[config.mk]
export PLATFORM = sky130hd
export DESIGN_NAME = mem_port_arbiter
export DESIGN_NICKNAME = d
export VERILOG_FILES = /design/src/rtl/mem_port_arbiter.sv
export SDC_FILE = /design/constraint.sdc
export NUM_CORES = 1
export LEC_CHECK = 0
export ABC_AREA = 1
export ABC_CLOCK_PERIOD_IN_PS = 3020
export CORE_AREA = 5 5 105 107
export CTS_CLUSTER_SIZE = 10
export DETAILED_ROUTE_END_ITERATION = 6
export DIE_AREA = 0 0 110 112
export PLACE_DENSITY_LB_ADDON = 0.1
export SETUP_SLACK_MARGIN = 0.3
export SYNTH_ARGS = -nofsm -noshare
export SYNTH_HDL_FRONTEND = slang
export SYNTH_SLANG_ARGS = --single-unit
[constraint.sdc]
create_clock -name clk -period 3.02 [get_ports clk]
set_input_delay 0.453 -clock clk [delete_from_list [all_inputs] [get_ports clk]]
set_output_delay 0.453 -clock clk [all_outputs]
set_load 0.005 [all_outputs]
[src/rtl/mem_port_arbiter.sv]
// mem_port_arbiter: shares one single-port 1-cycle-latency memory between instruction fetch and load/store,
// data-priority with a streak limit so fetch cannot starve, plus a saturating fetch-stall counter.
module mem_port_arbiter #(
    parameter int ADDR_W     = 32,
    parameter int DATA_W     = 32,
    parameter int MAX_STREAK = 3,
    parameter int CNT_W      = 16
) (
    input  logic              clk,
    input  logic              reset,
    input  logic              if_req,
    input  logic [ADDR_W-1:0] if_addr,
    output logic              if_gnt,
    output logic              if_valid,
    output logic [DATA_W-1:0] if_rdata,
    input  logic              d_req,
    input  logic              d_we,
    input  logic [ADDR_W-1:0] d_addr,
    input  logic [DATA_W-1:0] d_wdata,
    output logic              d_gnt,
    output logic              d_valid,
    output logic [DATA_W-1:0] d_rdata,
    output logic              mem_en,
    output logic              mem_we,
    output logic [ADDR_W-1:0] mem_addr,
    output logic [DATA_W-1:0] mem_wdata,
    input  logic [DATA_W-1:0] mem_rdata,
    output logic [CNT_W-1:0]  fetch_stall_cnt
);
    localparam logic [1:0] OWN_NONE  = 2'd0;
    localparam logic [1:0] OWN_FETCH = 2'd1;
    localparam logic [1:0] OWN_DATA  = 2'd2;
    localparam logic [3:0] MAX_S     = 4'(MAX_STREAK);

    logic [3:0] streak;
    logic [1:0] owner;
    logic       we_q;
    logic       data_win;

    always_comb begin
        data_win  = d_req && (!if_req || streak < MAX_S);
        d_gnt     = reset && data_win;
        if_gnt    = reset && if_req && !data_win;
        mem_en    = d_gnt || if_gnt;
        mem_we    = d_gnt && d_we;
        mem_addr  = d_gnt ? d_addr : if_gnt ? if_addr : '0;
        mem_wdata = d_gnt ? d_wdata : '0;
        if_valid  = owner == OWN_FETCH;
        d_valid   = owner == OWN_DATA;
        if_rdata  = if_valid ? mem_rdata : '0;
        d_rdata   = (d_valid && !we_q) ? mem_rdata : '0;
    end

    // the streak only counts data wins that actually held a fetch off
    always_ff @(posedge clk or negedge reset) begin
        if (!reset) begin
            owner           <= OWN_NONE;
            we_q            <= 1'b0;
            streak          <= '0;
            fetch_stall_cnt <= '0;
        end else begin
            owner  <= d_gnt ? OWN_DATA : if_gnt ? OWN_FETCH : OWN_NONE;
            we_q   <= d_gnt && d_we;
            streak <= (d_gnt && if_req) ? ((streak == MAX_S) ? streak : streak + 4'd1) : '0;
            if (if_req && !if_gnt && fetch_stall_cnt != '1)
                fetch_stall_cnt <= fetch_stall_cnt + 1'b1;
        end
    end
endmodule

==> impl_metrics.tcl <==
set metrics [dict create \
    dieArea_um2 12300 \
    antenna_found_initial 0 \
    wl_met2_mm 6.56 \
    io_buffers 282 \
    top_layer "met4" \
    io_pins 283 \
    drt_first_pass_iters 4 \
    clk_pin_slew_ns 0.09 \
    wire_per_inst_um 14.7 \
    ant_nets 0 \
    power.internal_mw 0.815 \
    clock_power_share 0.163 \
    ys.warnings.count 0 \
    worstSkewPairLatency_ns 0.26 \
    rrSetupSlack_ns 1.31 \
    p_comb_frac 0.510 \
    die_y_um 112 \
    place_area_um2 5370 \
    syn_inst 444 \
    crit_path_end_kind "primary output" \
    clockBufferDepth 2 \
    drc_errors 0 \
    fin_skew_ns 0.00250 \
    final.setup.tns_ns 0 \
    netSwitchingFraction 0.313 \
    hold_path.class "input port to asynchronous set/reset pin" \
    slowest_stage "clkdlybuf4s50_1" \
    drv_cap 0 \
    rsz0062_at_grt "yes" \
    p_leak_nw 2.72 \
    grt.overflow.total 0 \
    power_density_nw_per_um2 216 \
    critPathBufInv 4 \
    start_util 0.236 \
    root_buffer "clkbuf_8" \
    hold_viol 0 \
    ys_seq_elements 23 \
    syn_area_um2 2370 \
    syn2layout_area_growth_pct 132 \
    num_vias 3557 \
    power.switching_mw 0.372 \
    hpwl_mm 10.9 \
    vias_per_cell 4.12 \
    min_period_ns 2.60 \
    synth_cell_type_count 25 \
    power.share.sequential 0.327 \
    die_w_um 110 \
    wirelength_mm 12.7 \
    met1_length_mm 4.41 \
    cp_top_family "buffers and inverters" \
    clock_sinks 23 \
    grt_pass1_vias 3466 \
    h-tree-depth 1 \
    n_antenna_cell 0 \
    grt_usage 0.192 \
    yosysSeqAreaShare 0.243 \
    fmax_mhz 385 \
    cts_tree "yes" \
    drt_iter0_markers 185 \
    status "finished clean" \
    fin_crit_sh 0.861 \
    worstPathMaxFanout 9 \
    place_congestion 0.874 \
    slew_violations 0 \
    cts_made_buffers 3 \
    required_ns 2.57 \
    fp-row-count 37 \
    grt_max_degree 34 \
    syn_area_per_cell_um2 5.33 \
    final_nets 864 \
    crit_arrival_ns 2.15 \
    critPathKind "flip-flop to primary output" \
    setup_viol 0 \
    vdd_ir_drop_max_uv 291 \
    dr_wl_met3_mm 1.45 \
    drive_gt1_frac 0.0591 \
    cts.hold.buffers_added 0 \
    crit_chain "ha_2 > inv_1 > nand2_1 > nand2_1 > nand3_2 > inv_1 > buf_4 > nand2_1 > nand2_1 > clkdlybuf4s50_1" \
    crit_path_frequent_cell "nand2_1" \
    grt_pass1_wl_mm 18.7 \
    final_cell_area_um2 5490 \
    core_region_area_um2 10000 \
    start_kind "flip-flop" \
    whs_ns 0.306 \
    slowest_delay_ns 0.55 \
]
[worst paths after layout]
check                               start  cells past startpoint                  end
worst max-delay path            streak[1]                     10         mem_addr[30]
worst min-delay path                reset                      2            streak[1]
worst max register to register  streak[1]                     10   fetch_stall_cnt[2]
worst min register to register  streak[0]                      2            streak[0]
max in group asynchronous           reset                      2  fetch_stall_cnt[10]
min in group clk                streak[0]                      2            streak[0]
[area by class of cell]
class	count	area [um^2]
Clock buffer	3	41.3
Clock inverter	1	5.00
Timing Repair Buffer	296	2980
Sequential cell	23	576
Inverter	80	303
Fill cell	993	4560
Multi-Input combinational cell	325	1420
Tap cell	136	170
[synthesized netlist by cell type, drive strengths merged]
cell type,n,share of area
a21oi,1,0.0021
buf,8,0.021
clkbuf,9,0.014
conb,1,0.0016
dfrtp,23,0.24
ha,2,0.011
inv,80,0.13
nand2,175,0.29
nand3,11,0.035
nand4,4,0.011
nor2,115,0.19
nor3,2,0.0063
nor4,1,0.0026
o21ai,2,0.0042
xnor2,6,0.022
xor2,4,0.015
[through the flow]
| stage | power [mW] | utilization | std cells | worst slack [ns] |
|---|---|---|---|---|
| finish | 1.19 | 0.546 | 864 | 0.420 |
| global route | 1.28 | 0.546 | 864 | 0.268 |
| CTS | 1.21 | 0.543 | 861 | 0.345 |
| detailed placement | 0.998 | 0.534 | 856 | 0.245 |
| global placement | 0.992 | 0.534 | 856 | 0.280 |
| floorplan | 0.571 | - | 445 | 1.20 |
[per-layer routing]
layer  vias to the layer above  global-route usage
met5                         -                   0
met1                      1554               0.196
met4                         0              0.0490
met3                        18              0.0678
met2                       149               0.361
li1                       1836                   -
[power groups by stage]
stage | clock [mW] | combinational [mW] | sequential (mW)
after detailed placement | 0 | 0.604 | 0.394
after global placement | 0 | 0.599 | 0.393
after global routing | 0.219 | 0.666 | 0.395
after CTS | 0.202 | 0.615 | 0.389
final | 0.194 | 0.606 | 0.388
after floorplan | 0 | 0.184 | 0.387
[logic make-up (layout without fill, tap and decap cells)]
kind of cell,after synthesis,count (layout),synth area share
simple gates,308,308,0.540
buf+inv,97,380,0.162
flops,23,23,0.243
xor+xnor,10,10,0.0370
compound gates,3,3,0.00634
fa+ha+maj,2,2,0.0106
other cells,1,2,0.00158
[cells in the final DEF, fill, tap and decap left out, drive strengths merged]
| master | instances |
|---|---|
| inv | 80 |
| xor2 | 4 |
| clkinv | 1 |
| dlygate4sd2 | 2 |
| o21ai | 2 |
| xnor2 | 6 |
| dlymetal6s2s | 4 |
| nor3 | 2 |
| nand3 | 11 |
| clkdlybuf4s50 | 276 |
| nor2 | 115 |
| nand4 | 4 |
| dfrtp | 23 |
| conb | 2 |
| nor4 | 1 |
| buf | 14 |
| a21oi | 1 |
| clkbuf | 3 |
| ha | 2 |
| nand2 | 175 |
[flip-flops by register name (all words and copies together) (netlist names)]
name and cells:
owner 2, fetch_stall_cnt 16, we_q 1, streak 4
[what timing repair did]
action	CTS	global route
gates resized for setup	6	8
setup endpoints to repair	28	32
pin swaps	0	2
cloned	1	0
buffers inserted	0	3
(Power assumes the default switching activity.)
